`config.mk`:
```
export PLATFORM = sky130hd
export DESIGN_NAME = instr_fetch_flat
export DESIGN_NICKNAME = d
export VERILOG_FILES = /design/src/rtl/instr_fetch_pkg.sv /design/src/rtl/instr_fetch_if.sv /design/src/rtl/instr_fetch_buffer.sv /design/src/rtl/instr_fetch.sv /design/src/flat_wrapper.sv
export SDC_FILE = /design/constraint.sdc
export NUM_CORES = 1
export LEC_CHECK = 0
export ABC_AREA = 1
export BUFFER_PORTS_ARGS = -buffer_cell sky130_fd_sc_hd__buf_2
export CORE_ASPECT_RATIO = 0.9
export CORE_MARGIN = 2
export CORE_UTILIZATION = 63
export CTS_BUF_LIST = sky130_fd_sc_hd__clkbuf_2
export DETAILED_ROUTE_END_ITERATION = 12
export PLACE_DENSITY = 0.95
export REMOVE_ABC_BUFFERS = 1
export SYNTH_ARGS = -nofsm -noshare
export SYNTH_HDL_FRONTEND = slang
export SYNTH_HIERARCHICAL = 1
export SYNTH_SLANG_ARGS = --single-unit
```
`constraint.sdc`:
```
create_clock -name clk -period 7.4 [get_ports clk]
set_clock_uncertainty 0.2 [all_clocks]
set_input_delay 1.48 -clock clk [delete_from_list [all_inputs] [get_ports clk]]
set_output_delay 1.48 -clock clk [all_outputs]
set_load 0.01 [all_outputs]
```
`src/rtl/instr_fetch_pkg.sv`:
```
// ---------------------------------------------------------------------------
// instr_fetch_pkg
// Shared definitions for the instruction fetch stage.
//   - default address / instruction widths (same as program_counter users)
//   - default prefetch depth
//   - fetch FSM state encoding
// ---------------------------------------------------------------------------
package instr_fetch_pkg;

    localparam int FETCH_AW    = 16;
    localparam int FETCH_DW    = 16;
    localparam int FETCH_DEPTH = 4;

    // IDLE : nothing outstanding, waiting for a free buffer slot
    // ADDR : PC output enabled, request address captured
    // REQ  : memory read outstanding
    // DRAIN: request outstanding but its data is discarded after a flush
    typedef enum logic [1:0] {
        IDLE  = 2'd0,
        ADDR  = 2'd1,
        REQ   = 2'd2,
        DRAIN = 2'd3
    } fetch_state_t;

endpackage

```
`src/rtl/instr_fetch_if.sv`:
```
// ---------------------------------------------------------------------------
// instr_fetch_if
// Bus bundle of the fetch stage: the instruction-memory read handshake and
// the decoder-facing instruction stream.
//   o_mem_req/o_mem_addr   read request, held until acknowledged
//   i_mem_ack/i_mem_data   one-cycle ack with data in the same cycle
//   o_instr_valid/o_instr/o_instr_addr  head of the prefetch buffer
//   i_instr_ready          decoder accepts the head word
// Modports: master = fetch stage, slave = memory + decoder side.
// ---------------------------------------------------------------------------
interface instr_fetch_if
    import instr_fetch_pkg::*;
#(
    parameter int AW = FETCH_AW,
    parameter int DW = FETCH_DW
);

    logic          o_mem_req;
    logic [AW-1:0] o_mem_addr;
    logic          i_mem_ack;
    logic [DW-1:0] i_mem_data;

    logic          o_instr_valid;
    logic [DW-1:0] o_instr;
    logic [AW-1:0] o_instr_addr;
    logic          i_instr_ready;

    modport master (
        output o_mem_req,
        output o_mem_addr,
        input  i_mem_ack,
        input  i_mem_data,
        output o_instr_valid,
        output o_instr,
        output o_instr_addr,
        input  i_instr_ready
    );

    modport slave (
        input  o_mem_req,
        input  o_mem_addr,
        output i_mem_ack,
        output i_mem_data,
        input  o_instr_valid,
        input  o_instr,
        input  o_instr_addr,
        output i_instr_ready
    );

endinterface

```
`src/rtl/instr_fetch_buffer.sv`:
```
// ---------------------------------------------------------------------------
// instr_fetch_buffer (fetch_buffer)
// Synchronous FIFO holding {address, instruction} pairs for the fetch stage.
// Ports:
//   clk, rst   clock, asynchronous active-low reset
//   push/wdata write one entry (ignored when full)
//   pop        drop the head entry (ignored when empty)
//   clear      empty the buffer; overrides push and pop
//   rdata      head entry
//   count      number of stored entries (0..DEPTH)
// DEPTH must be a power of two so the pointers wrap by plain overflow.
// ---------------------------------------------------------------------------
module instr_fetch_buffer
    import instr_fetch_pkg::*;
#(
    parameter int DEPTH = FETCH_DEPTH,
    parameter int WIDTH = FETCH_AW + FETCH_DW
) (
    input  logic                     clk,
    input  logic                     rst,
    input  logic                     push,
    input  logic                     pop,
    input  logic                     clear,
    input  logic [WIDTH-1:0]         wdata,
    output logic [WIDTH-1:0]         rdata,
    output logic [$clog2(DEPTH):0]   count
);

    localparam int PW = $clog2(DEPTH);
    localparam int CW = PW + 1;
    localparam logic [CW-1:0] FULL = CW'(DEPTH);

    logic [WIDTH-1:0] mem [DEPTH];
    logic [PW-1:0]    wr_ptr;
    logic [PW-1:0]    rd_ptr;
    logic             do_push;
    logic             do_pop;

    // Guard against overflow/underflow so the count can never leave 0..DEPTH.
    assign do_push = push && (count != FULL);
    assign do_pop  = pop && (count != '0);

    assign rdata = mem[rd_ptr];

    // Pointer/count/storage update. Storage is zeroed on reset so the head
    // reads as zero until the first word arrives.
    always_ff @(posedge clk or negedge rst) begin
        if (!rst) begin
            wr_ptr <= '0;
            rd_ptr <= '0;
            count  <= '0;
            for (int i = 0; i < DEPTH; i++) begin
                mem[i] <= '0;
            end
        end else if (clear) begin
            wr_ptr <= '0;
            rd_ptr <= '0;
            count  <= '0;
        end else begin
            if (do_push) begin
                mem[wr_ptr] <= wdata;
                wr_ptr      <= wr_ptr + 1'b1;
            end
            if (do_pop) begin
                rd_ptr <= rd_ptr + 1'b1;
            end
            case ({do_push, do_pop})
                2'b10:   count <= count + 1'b1;
                2'b01:   count <= count - 1'b1;
                default: count <= count;
            endcase
        end
    end

endmodule

```
`src/rtl/instr_fetch.sv`:
```
// ---------------------------------------------------------------------------
// instr_fetch
// Fetch stage sitting directly after program_counter. It gates the PC with
// lock / address-enable / set, reads one 16-bit word at a time from
// instruction memory, buffers {address, word} pairs and hands them to the
// decoder over valid/ready. A decoder flush redirects the PC and empties
// the buffer.
// Ports:
//   clk, rst           clock, asynchronous active-low reset
//   i_pc_address       PC value (meaningful while o_pc_addr_en=1)
//   o_pc_addr_en       PC address enable
//   o_pc_lock          PC hold; released for exactly one cycle per word
//   o_pc_set_en        PC load (driven by flush)
//   o_pc_set_address   PC load target
//   bus                memory read handshake + decoder stream (master side)
//   i_flush            one-cycle redirect request
//   i_flush_addr       redirect target
// ---------------------------------------------------------------------------
module instr_fetch
    import instr_fetch_pkg::*;
#(
    parameter int DEPTH = FETCH_DEPTH,
    parameter int AW    = FETCH_AW,
    parameter int DW    = FETCH_DW
) (
    input  logic           clk,
    input  logic           rst,
    input  logic [AW-1:0]  i_pc_address,
    output logic           o_pc_addr_en,
    output logic           o_pc_lock,
    output logic           o_pc_set_en,
    output logic [AW-1:0]  o_pc_set_address,
    instr_fetch_if.master  bus,
    input  logic           i_flush,
    input  logic [AW-1:0]  i_flush_addr
);

    localparam int CW = $clog2(DEPTH) + 1;
    localparam logic [CW-1:0] FULL = CW'(DEPTH);
    localparam logic [CW-1:0] LAST = CW'(DEPTH - 1);

    fetch_state_t   state;
    fetch_state_t   state_nxt;
    logic [AW-1:0]  req_addr;
    logic [CW-1:0]  count;
    logic [CW-1:0]  count_after_pop;
    logic           push;
    logic           pop;
    logic [AW+DW-1:0] head;

    // The flush cycle hides the head so the decoder never consumes a word
    // that is about to be thrown away.
    assign bus.o_instr_valid = (count != '0) && !i_flush;
    assign pop               = bus.o_instr_valid && bus.i_instr_ready;
    assign count_after_pop   = count - CW'(pop);
    assign {bus.o_instr_addr, bus.o_instr} = head;

    // Redirect goes straight to the PC; the PC gives set priority over lock.
    assign o_pc_set_en      = i_flush;
    assign o_pc_set_address = i_flush ? i_flush_addr : '0;

    instr_fetch_buffer #(
        .DEPTH (DEPTH),
        .WIDTH (AW + DW)
    ) u_buffer (
        .clk   (clk),
        .rst   (rst),
        .push  (push),
        .pop   (pop),
        .clear (i_flush),
        .wdata ({req_addr, bus.i_mem_data}),
        .rdata (head),
        .count (count)
    );

    // State register plus the captured request address. The address is
    // captured on every ADDR cycle, so a flush that keeps us in ADDR simply
    // recaptures the redirected PC on the following cycle.
    always_ff @(posedge clk or negedge rst) begin
        if (!rst) begin
            state    <= IDLE;
            req_addr <= '0;
        end else begin
            state <= state_nxt;
            if (state == ADDR) begin
                req_addr <= i_pc_address;
            end
        end
    end

    // Next state and PC/memory controls. Only one request is ever
    // outstanding, and ADDR is only entered with a free slot, so the push
    // in REQ can never hit a full buffer. The PC is released only on an
    // accepted (pushed) ack, giving exactly one increment per word.
    always_comb begin
        state_nxt     = state;
        o_pc_addr_en  = 1'b0;
        o_pc_lock     = 1'b1;
        bus.o_mem_req  = 1'b0;
        bus.o_mem_addr = '0;
        push          = 1'b0;

        case (state)
            IDLE: begin
                if (i_flush || (count_after_pop < FULL)) begin
                    state_nxt = ADDR;
                end
            end

            ADDR: begin
                o_pc_addr_en = 1'b1;
                state_nxt    = i_flush ? ADDR : REQ;
            end

            REQ: begin
                bus.o_mem_req  = 1'b1;
                bus.o_mem_addr = req_addr;
                if (i_flush) begin
                    state_nxt = bus.i_mem_ack ? ADDR : DRAIN;
                end else if (bus.i_mem_ack) begin
                    push      = 1'b1;
                    o_pc_lock = 1'b0;
                    state_nxt = (count_after_pop < LAST) ? ADDR : IDLE;
                end
            end

            DRAIN: begin
                bus.o_mem_req  = 1'b1;
                bus.o_mem_addr = req_addr;
                if (bus.i_mem_ack) begin
                    state_nxt = ADDR;
                end
            end
        endcase
    end

endmodule

```
`src/flat_wrapper.sv`:
```
// flat-port wrapper written by rule: the top's interface ports become plain ports
module instr_fetch_flat import instr_fetch_pkg::*;
#(
    parameter int DEPTH = FETCH_DEPTH,
    parameter int AW    = FETCH_AW,
    parameter int DW    = FETCH_DW
)
  (clk, rst, i_pc_address, o_pc_addr_en, o_pc_lock, o_pc_set_en, o_pc_set_address, i_flush, i_flush_addr, bus_o_mem_req, bus_o_mem_addr, bus_i_mem_ack, bus_i_mem_data, bus_o_instr_valid, bus_o_instr, bus_o_instr_addr, bus_i_instr_ready);
  instr_fetch_if #(.AW(AW), .DW(DW)) bus_i ();
  input  logic clk;
  input  logic rst;
  input  logic [AW-1:0] i_pc_address;
  output logic o_pc_addr_en;
  output logic o_pc_lock;
  output logic o_pc_set_en;
  output logic [AW-1:0] o_pc_set_address;
  input  logic i_flush;
  input  logic [AW-1:0] i_flush_addr;
  output wire logic [$bits(bus_i.o_mem_req)-1:0] bus_o_mem_req;
  output wire logic [$bits(bus_i.o_mem_addr)-1:0] bus_o_mem_addr;
  input wire logic [$bits(bus_i.i_mem_ack)-1:0] bus_i_mem_ack;
  input wire logic [$bits(bus_i.i_mem_data)-1:0] bus_i_mem_data;
  output wire logic [$bits(bus_i.o_instr_valid)-1:0] bus_o_instr_valid;
  output wire logic [$bits(bus_i.o_instr)-1:0] bus_o_instr;
  output wire logic [$bits(bus_i.o_instr_addr)-1:0] bus_o_instr_addr;
  input wire logic [$bits(bus_i.i_instr_ready)-1:0] bus_i_instr_ready;
  assign bus_o_mem_req = bus_i.o_mem_req;
  assign bus_o_mem_addr = bus_i.o_mem_addr;
  assign bus_i.i_mem_ack = bus_i_mem_ack;
  assign bus_i.i_mem_data = bus_i_mem_data;
  assign bus_o_instr_valid = bus_i.o_instr_valid;
  assign bus_o_instr = bus_i.o_instr;
  assign bus_o_instr_addr = bus_i.o_instr_addr;
  assign bus_i.i_instr_ready = bus_i_instr_ready;
  instr_fetch #(.DEPTH(DEPTH), .AW(AW), .DW(DW)) u_core (.clk(clk), .rst(rst), .i_pc_address(i_pc_address), .o_pc_addr_en(o_pc_addr_en), .o_pc_lock(o_pc_lock), .o_pc_set_en(o_pc_set_en), .o_pc_set_address(o_pc_set_address), .bus(bus_i), .i_flush(i_flush), .i_flush_addr(i_flush_addr));
endmodule
```
==> reports/metrics.cfg, run 1 <==
[setup_path]
reg2reg_to = u_core/u_buffer/count[2]
crit_arrival_ns = 3.33
crit_type = reg -> out
crit_buf_inv = 2
startpoint_type = flip-flop
worst_path_max_delay_cell = dfrtp_2
crit_cells = 4
reg2reg_depth = 12
worstPathMaxFanout = 67
timing.critical_path.to = bus_o_instr_addr[6]
required_ns = 5.72
cpPeakStageDelay_ns = 1.16
r2r_setup_slack_ns = 4.73
cp-startpoint = u_core/u_buffer/rd_ptr[0]
crit_chain = inv_2 -> o21ai_0 -> o22ai_1 -> buf_2
worstReg2RegStart = u_core/state[1]
end_kind = primary output
path_delay_family = flip-flops

[synthesis]
synth_cells = 853
yosysTopAreaCellShare_pct = 52.3
synth-seq-area-share_pct = 52.3
synthTopCellsByArea = dfrtp_1, nand2_1, o21ai_1, o21ai_0, inv_1
yosys-top-cells-count = nand2_1, dfrtp_1, o21ai_1
yosysMostFrequentCell = nand2_1
ys_types = 28
synth_edf_count = 0
synth_top_area_cell = dfrtp_1
syn_area_um2 = 7320
synth-seq-cells = 153
avgSynthCellArea_um2 = 8.58
ys.flop_type = dfrtp_1
ys_warn_count = 6
async_flop_share_pct = 100

[clocking]
clkTransAtPathRegs_ns = 0.21
h-tree-depth = 4
cts_root_buf = clkbuf_2
cts_tree = yes
numCtsBuffers = 17
ctsHoldBuffers = 0
clock_latency_ns = 0.68
clockBufferDepth = 2
post-cts-setup-buffers = 0
cts_resized = 0
cts_sinks = 153

[placed_design]
hpwlAfterDp_um = 9900
pre_cts_ws_ns = 3.19
place_area_um2 = 7730
numPortBuffers = 121
place_congestion = 0.805

[timing]
drv_slew = 0
holdWs_ns = 0.303
post-route-period-util_pct = 67.7
worstMarginPinSlew_ns = 1.14
hold_viol = 0
rsz0062_at_grt = no
slew_headroom_pct = 24.1
fmax_mhz = 200
tns_ns = 0
finalSetupViolCount = 0
fin_crit_ns = 5.01
layout_setup_ws_ns = 2.39

[run]
drv_cap = 0

[final_layout]
layout-drive-gt1-share_pct = 20.0
fin_area_um2 = 7980
nFillCells = 896
area_delta_synth_final_pct = 9.04
nNetsFinal = 1008

[floorplanning]
die_h_um = 106
ios = 122
fp.dieW_um = 118
core_area_um2 = 11400
rows = 37
initial_utilization_pct = 64.3
dieArea_um2 = 12500

[global_routing]
grt_antenna_before_repair = 1
grt_pass1_vias = 5802
grt_pass1_wl_um = 27100
grt_usage_pct = 27.0
grt_max_degree = 78
grt_overflow = 0

[power_and_ir_drop]
p_leak_nw = 4.31
vdd_drop_max_mv = 0.197
powerDensity_nw_per_um2 = 284
power_mw = 2.27

[detailed_routing]
viasPerCell = 5.52
wirelength_um = 16100
firstDrtPassIters = 5
postRouteAntennaNets = 0
dr.first_iter.drc_count = 665
remaining_drc_errors = 0
wl_per_cell_um = 14.4
num_vias = 6141

[outcome]
status = finished clean

[worst_hold_path]
min_path_type = reg -> reg

-- metrics by stage --
| stage | cells | utilization [%] |
|---|---|---|
| after global routing | 1113 | 70.1 |
| after CTS | 1112 | 70.1 |
| after floorplan | 801 | - |
| after global placement | 1081 | 67.9 |
| after detailed placement | 1081 | 67.9 |
| final | 1113 | 70.1 |
-- per-layer routing --
metal / wire length [µm] / track usage [%] / vias to the layer above
li1: - / - / 2959
met1: 7080 / 36.8 / 2887
met2: 7560 / 43.2 / 267
met3: 1150 / 6.44 / 28
met4: 266 / 8.95 / 0
met5: 0 / 0 / -
-- worst reg2reg max path, delay by kind of cell (launching register included) --
| family | cells | cell delay (ns) |
|---|---|---|
| XOR/XNOR | 1 | 0.18 |
| adder cells (fa/ha/maj) | 2 | 0.66 |
| buffers and inverters | 2 | 0.15 |
| flip-flops | 1 | 0.53 |
| AND/OR/NAND/NOR | 7 | 0.88 |
-- logic make-up after synthesis --
kind of cell | Yosys count | synth area share, %
flops | 153 | 52.3
simple gates | 302 | 16.7
compound gates | 247 | 18.7
xor+xnor | 2 | 0.239
fa+ha+maj | 11 | 1.98
buf+inv | 138 | 10.1
-- sequential cells by signal, summed over array words and instances, names as in the netlist --
register and count:
u_core/u_buffer/rd_ptr 2, u_core/u_buffer/mem 128, u_core/state 2, u_core/u_buffer/count 3
u_core/u_buffer/wr_ptr 2, u_core/req_addr 16
-- layout make-up --
type | count | area [µm²] | share of cell area, %
sequential | 153 | 3830 | 48.0
multi-input combinational | 562 | 2750 | 34.5
timing repair buffer | 124 | 634 | 7.95
inverter | 86 | 323 | 4.05
tap | 156 | 195 | 2.45
clock inverter | 13 | 154 | 1.93
clock buffer | 18 | 90.1 | 1.13
antenna | 1 | 2.50 | 0.0314
-- where the power goes --
| group | internal (mW) | switching (mW) |
|---|---|---|
| Sequential | 0.967 | 0.100 |
| Clock | 0.185 | 0.288 |
| Combinational | 0.265 | 0.460 |
-- worst min-delay path by stage --
stage,start,endpoint,slack [ns],cells after the start
3_5_place_dp,u_core/u_buffer/mem[74],u_core/u_buffer/mem[74],0.26,2
4_1_cts,u_core/u_buffer/mem[50],u_core/u_buffer/mem[50],0.31,2
6_report,u_core/u_buffer/mem[50],u_core/u_buffer/mem[50],0.30,2
2_1_floorplan,u_core/u_buffer/mem[37],u_core/u_buffer/mem[37],0.25,2
3_3_place_gp,u_core/u_buffer/mem[60],u_core/u_buffer/mem[60],0.26,2
5_1_grt,u_core/u_buffer/mem[38],u_core/u_buffer/mem[38],0.33,2
-- placed cells by master (no fill, tap or decap), types with 5 or more instances in the layout --
master,Yosys,layout
nand2_1,200,200
clkbuf_2,0,18
nor2_1,81,81
buf_2,8,120
dfrtp_1,153,152
inv_1,84,83
o21ai_1,107,107
ha_1,10,10
nand3_1,7,7
nand2_4,5,5
o21ai_0,80,80
o22ai_1,32,32
o21ai_2,22,22
No activity file was read; power rests on OpenSTA's default activity.
==> run 2: changes to the inputs <==
Settings changed: CORE_UTILIZATION 63 to 53, PLACE_DENSITY 0.95 to 0.88.
Clock period 7.4 ns to 4.09 ns, I/O delays scaled along.
==> reports/metrics.cfg, run 2 (synthesis results as in run 1) <==
[outcome]
status = finished clean  ; unchanged

[clocking]
cts_resized = 0  ; unchanged
clock_latency_ns = 0.74  ; was 0.68 ns
cts_tree = yes  ; unchanged
clockBufferDepth = 2  ; unchanged
h-tree-depth = 4  ; unchanged
clkTransAtPathRegs_ns = 0.22  ; was 0.21 ns
numCtsBuffers = 17  ; unchanged
cts_root_buf = clkbuf_2  ; unchanged
cts_sinks = 153  ; unchanged

[placed_design]
place_congestion = 0.832  ; was 0.805
hpwlAfterDp_um = 9770  ; was 9900 µm
numPortBuffers = 121  ; unchanged
place_area_um2 = 7790  ; was 7730 µm²
pre_cts_ws_ns = 0.993  ; was 3.19 ns
place_inst = 1097  ; was 1,081

[floorplanning]
initial_utilization_pct = 54.6  ; was 64.3%
die_h_um = 115  ; was 106 µm
rows = 40  ; was 37
ios = 122  ; unchanged
fp.dieW_um = 128  ; was 118 µm
dieArea_um2 = 14800  ; was 12,500 µm²
core_area_um2 = 13400  ; was 11,400 µm²

[detailed_routing]
firstDrtPassIters = 8  ; was 5
met1_length_um = 6930  ; was 7080 µm
postRouteAntennaNets = 0  ; unchanged
num_vias = 6060  ; was 6,141
met3WireLength_um = 1140  ; was 1150 µm
remaining_drc_errors = 0  ; unchanged
met2_length_um = 7770  ; was 7560 µm
dr.first_iter.drc_count = 443  ; was 665
wirelength_um = 16000  ; was 16,100 µm
highest_layer = met4  ; unchanged
viasPerCell = 5.32  ; was 5.52
wl_per_cell_um = 14.0  ; was 14.4 µm

[setup_path]
worstReg2RegStart = u_core/state[1]  ; unchanged
end_kind = primary output  ; unchanged
crit_type = reg -> out  ; unchanged
crit_arrival_ns = 2.60  ; was 3.33 ns
startpoint_type = flip-flop  ; unchanged
r2r_setup_slack_ns = 1.53  ; was 4.73 ns
reg2reg_depth = 12  ; unchanged
crit_chain = inv_2 -> buf_4 -> o21ai_0 -> o22ai_1 -> buf_2  ; was inv_2 -> o21ai_0 -> o22ai_1 -> buf_2
required_ns = 3.07  ; was 5.72 ns
reg2reg_to = u_core/u_buffer/count[2]  ; unchanged
worstPathMaxFanout = 42  ; was 67
cpPeakStageDelay_ns = 0.52  ; was 1.16 ns
worst_path_max_delay_cell = inv_2  ; was dfrtp_2

[timing]
hold_viol = 0  ; unchanged
fmax_mhz = 277
worstMarginPinSlew_ns = 0.837  ; was 1.14 ns
fin_crit_ns = 3.61
drv_slew = 0  ; unchanged
post-route-period-util_pct = 88.4
slew_headroom_pct = 44.2  ; was 24.1%
holdWs_ns = 0.0863  ; was 0.303 ns
layout_setup_ws_ns = 0.476  ; was 2.39 ns
tns_ns = 0  ; unchanged
finalSetupViolCount = 0  ; unchanged
rsz0062_at_grt = no  ; unchanged

[final_layout]
fin_util_pct = 60.9  ; was 70.1%
fin_cells = 1140  ; was 1,113
nNetsFinal = 1021  ; was 1,008
regMostFlops = u_core/u_buffer/mem  ; unchanged
regArea_um2 = 3830  ; unchanged
reg_top3 = u_core/u_buffer/mem (128), u_core/req_addr (16), u_core/u_buffer/count (3)  ; unchanged
layout-drive-gt1-share_pct = 20.2  ; was 20.0%
final_cell_mix = nand2_1, dfrtp_1, buf_2  ; unchanged
area_delta_synth_final_pct = 11.6  ; was 9.04%
fin_area_um2 = 8170  ; was 7980 µm²
multiInputGateArea_um2 = 2750  ; unchanged
mostFrequentLayoutCell = nand2_1  ; unchanged
largest_reg_flops = 128  ; unchanged
nFillCells = 1155  ; was 896

[run]
drv_cap = 0  ; unchanged

[power_and_ir_drop]
power.switching_mw = 1.56  ; was 0.848 mW
seq_power_share_pct = 45.3  ; was 47.1%
p_leak_nw = 4.38  ; was 4.31 nW
powerDensity_nw_per_um2 = 514  ; was 284 nW/µm²
clkPwrFrac_pct = 22.7  ; was 20.9%
vdd_drop_max_mv = 0.286  ; was 0.197 mV
p_int_mw = 2.64  ; was 1.42 mW
p_comb_share_pct = 32.0  ; about the same
p_sw_share_pct = 37.1  ; was 37.4%
power_mw = 4.20  ; was 2.27 mW

[worst_hold_path]
worstHoldPathCells = 3  ; was 2
holdPathEnd = u_core/req_addr[2]  ; was u_core/u_buffer/mem[50]
min_path_type = in -> reg  ; was reg -> reg
min-delay-start = i_pc_address[2]  ; was u_core/u_buffer/mem[50]

[global_routing]
grt_pass1_wl_um = 26800  ; was 27,100 µm
grt_overflow = 0  ; unchanged
grt_pass1_vias = 5781  ; was 5,802
grt_max_degree = 93  ; was 78
grt_antenna_before_repair = 2  ; was 1
grt_usage_pct = 23.1  ; was 27.0%

run 2: cell types whose count changed in the layout (fill, tap and decap cells not counted):
cell / change
dlygate4sd3_1: +9
buf_4: +3
clkinv_2: -2
clkinvlp_4: +2
inv_6: +2
buf_12: +1
bufinv_16: +1
clkbuf_2: -1
clkinv_4: -1
diode_2: +1
run 2: repair_timing:
item,CTS,global route
endpoints found under the setup margin,0,0
hold buffers,9,0
hold endpoints to repair,98,0
setup buffers,0,0
run 2: critical path: cells and delay by family, from the launching register on:
kind	cells	cell delay, ns
buf+inv	3	1.09
flops	1	0.46
compound gates	2	0.31
run 2: area by class of cell:
type | instances | area share, %
sequential | 153 | 46.9
multi-input combinational | 562 | 33.7
timing repair buffer | 137 | 9.39
inverter | 86 | 3.95
tap | 168 | 2.57
clock inverter | 15 | 2.42
clock buffer | 17 | 1.04
antenna | 2 | 0.0613
run 2: worst max-delay path by stage:
| stage | from | to | slack [ns] | cells after the start |
|---|---|---|---|---|
| 2_1_floorplan | u_core/u_buffer/rd_ptr[0] | bus_o_instr[0] | 0.54 | 3 |
| 3_3_place_gp | i_flush | u_core/u_buffer/count[2] | 1.10 | 13 |
| 3_5_place_dp | i_flush | u_core/u_buffer/count[2] | 0.99 | 13 |
| 4_1_cts | u_core/u_buffer/rd_ptr[0] | bus_o_instr[8] | 0.38 | 5 |
| 5_1_grt | u_core/u_buffer/rd_ptr[0] | bus_o_instr[8] | 0.19 | 5 |
| 6_report | u_core/u_buffer/rd_ptr[0] | bus_o_instr[8] | 0.48 | 5 |
run 2: power groups by stage:
stage	combinational (mW)	clock, mW	sequential, mW
2_1_floorplan	0.843	0	1.90
3_3_place_gp	1.31	0	1.93
3_5_place_dp	1.35	0	1.93
4_1_cts	1.36	0.979	1.90
5_1_grt	1.53	1.05	1.94
6_report	1.34	0.952	1.90
run 2: per-layer routing:
layer,global-route usage (%),vias up
li1,-,2983
met1,29.8,2833
met2,39.1,231
met3,5.08,13
met4,8.06,0
met5,0,-
==> run 3: changes to the inputs <==
Settings changed: CORE_MARGIN 2 to 8.
Clock period 4.09 ns to 3.3 ns, I/O delays scaled along.
==> reports/metrics.cfg, run 3 (synthesis results as in run 1) <==
[timing]
post-route-period-util_pct = 94.1
worstMarginPinSlew_ns = 0.754  ; was 0.837 ns
tns_ns = 0  ; unchanged
hold_viol = 0  ; unchanged
drv_slew = 0  ; unchanged
holdWs_ns = 0.105  ; was 0.0863 ns
finalSetupViolCount = 0  ; unchanged
fmax_mhz = 322
slew_headroom_pct = 49.7  ; was 44.2%
fin_crit_ns = 3.11

[final_layout]
antenna_cells = 0  ; was 2
final_cell_mix = nand2_1, dfrtp_1, buf_2  ; unchanged
layout-drive-gt1-share_pct = 19.8  ; was 20.2%
mostFrequentLayoutCell = nand2_1  ; unchanged
area_delta_synth_final_pct = 15.6  ; was 11.6%
nFillCells = 1127  ; was 1,155
nNetsFinal = 1045  ; was 1,021
largest_reg_flops = 128  ; unchanged
reg_top3 = u_core/u_buffer/mem (128), u_core/req_addr (16), u_core/u_buffer/count (3)  ; unchanged
fin_cells = 1162  ; was 1,140
regMostFlops = u_core/u_buffer/mem  ; unchanged

[floorplanning]
initial_utilization_pct = 54.6  ; unchanged
die_h_um = 127  ; was 115 µm
dieArea_um2 = 17800  ; was 14,800 µm²
core_area_um2 = 13400  ; unchanged
ios = 122  ; unchanged
fp.dieW_um = 140  ; was 128 µm
rows = 40  ; unchanged

[detailed_routing]
wl_per_cell_um = 14.6  ; was 14.0 µm
firstDrtPassIters = 5  ; was 8
dr.first_iter.drc_count = 438  ; was 443
viasPerCell = 5.25  ; was 5.32
wirelength_um = 17000  ; was 16,000 µm
postRouteAntennaNets = 0  ; unchanged
num_vias = 6101  ; was 6,060
remaining_drc_errors = 0  ; unchanged

[placed_design]
place_congestion = 0.862  ; was 0.832
hpwlAfterDp_um = 10700  ; was 9770 µm
place_inst = 1099  ; was 1,097
numPortBuffers = 121  ; unchanged

[setup_path]
startpoint_type = flip-flop  ; unchanged
crit_arrival_ns = 2.25  ; was 2.60 ns
worstPathMaxFanout = 46  ; was 42
crit_type = reg -> out  ; unchanged
end_kind = primary output  ; unchanged
required_ns = 2.44  ; was 3.07 ns

[clocking]
clkTransAtPathRegs_ns = 0.20  ; was 0.22 ns
numCtsBuffers = 17  ; unchanged
cts_sinks = 153  ; unchanged
cts_root_buf = clkbuf_2  ; unchanged
clockBufferDepth = 2  ; unchanged
cts_tree = yes  ; unchanged
h-tree-depth = 4  ; unchanged
clock_latency_ns = 0.67  ; was 0.74 ns
post-cts-setup-buffers = 0  ; unchanged

[global_routing]
grt_antenna_before_repair = 0  ; was 2
grt_overflow = 0  ; unchanged
grt_max_degree = 75  ; was 93
grt_pass1_wl_um = 28800  ; was 26,800 µm
grt_pass1_vias = 6192  ; was 5,781
grt_usage_pct = 19.7  ; was 23.1%

[power_and_ir_drop]
powerDensity_nw_per_um2 = 633  ; was 514 nW/µm²
vdd_drop_max_mv = 0.389  ; was 0.286 mV
p_int_mw = 3.45  ; was 2.64 mW
power_mw = 5.35  ; was 4.20 mW
p_leak_nw = 4.52  ; was 4.38 nW
seq_power_share_pct = 44.1  ; was 45.3%
p_comb_share_pct = 32.0  ; about the same
power.switching_mw = 1.90  ; was 1.56 mW
p_sw_share_pct = 35.6  ; was 37.1%
clkPwrFrac_pct = 23.9  ; was 22.7%

[run]
drv_cap = 0  ; unchanged

[outcome]
status = finished clean  ; unchanged

[worst_hold_path]
min_path_type = in -> reg  ; unchanged

## run 3: cell types whose count changed in the layout (fill, tap and decap cells not counted), moves of 2 or more
cell           change
clkinvlp_4         -3
diode_2            -2
buf_12             +2
bufinv_16          +2
dlygate4sd3_1     +22
inv_6              -2
## run 3: repair_timing
item                                    4_1_cts  5_1_grt
hold endpoints to repair                     97       14
endpoints found under the setup margin        0       10
hold buffers                                 21       10
gates resized for setup                       0        1
## run 3: cell type report
class	count	area, µm²	share of cell area [%]
flip-flops and latches	153	3830	45.3
multi-input cells	562	2750	32.5
repair buffers	161	1030	12.2
inverters	86	323	3.81
clock inverters	14	226	2.68
well taps	168	210	2.48
clock buffers	18	90.1	1.06
## run 3: final timing paths
| kind | start | to | slack [ns] | cells after the start |
|---|---|---|---|---|
| worst max-delay path | u_core/u_buffer/rd_ptr[0] | bus_o_instr_addr[6] | 0.19 | 5 |
| min in group asynchronous | rst | u_core/u_buffer/mem[7] | 0.34 | 2 |
| worst min-delay path | bus_i_mem_data[6] | u_core/u_buffer/mem[38] | 0.10 | 3 |
| worst max register to register | u_core/state[0] | u_core/u_buffer/count[2] | 0.71 | 13 |
| worst min register to register | u_core/u_buffer/mem[78] | u_core/u_buffer/mem[78] | 0.30 | 2 |
| max in group asynchronous | rst | u_core/u_buffer/rd_ptr[0] | 1.86 | 3 |
## run 3: worst max-delay path: stages (launching register included)
cell and delay (ns):
dfrtp_2 0.46, inv_2 0.30, buf_12 0.27, nor2_1 0.07, o22ai_1 0.27, buf_2 0.19
## run 3: per-stage QoR
| step | instance area [µm²] | setup WS [ns] | utilization (%) |
|---|---|---|---|
| after floorplan | 6900 | -0.0877 | - |
| after global placement | 7830 | 0.655 | 58.4 |
| after detailed placement | 7830 | 0.502 | 58.4 |
| after CTS | 8360 | 0.101 | 62.3 |
| after global routing | 8460 | -0.0127 | 63.1 |
| final | 8460 | 0.194 | 63.1 |
## run 3: layer usage
metal  global-route usage, %  wire (µm)  up-vias
met5                       0          0        -
met4                    4.91        133        0
met3                    6.52       1160       11
met2                    32.6       7910      197
met1                    24.5       7750     2863
li1                        -          -     3030
## run 3: power by group through the flow
stage | combinational [mW] | clock (mW) | sequential, mW
2_1_floorplan | 1.04 | 0 | 2.36
3_3_place_gp | 1.65 | 0 | 2.39
3_5_place_dp | 1.69 | 0 | 2.39
4_1_cts | 1.72 | 1.32 | 2.36
5_1_grt | 1.94 | 1.39 | 2.40
6_report | 1.72 | 1.28 | 2.36
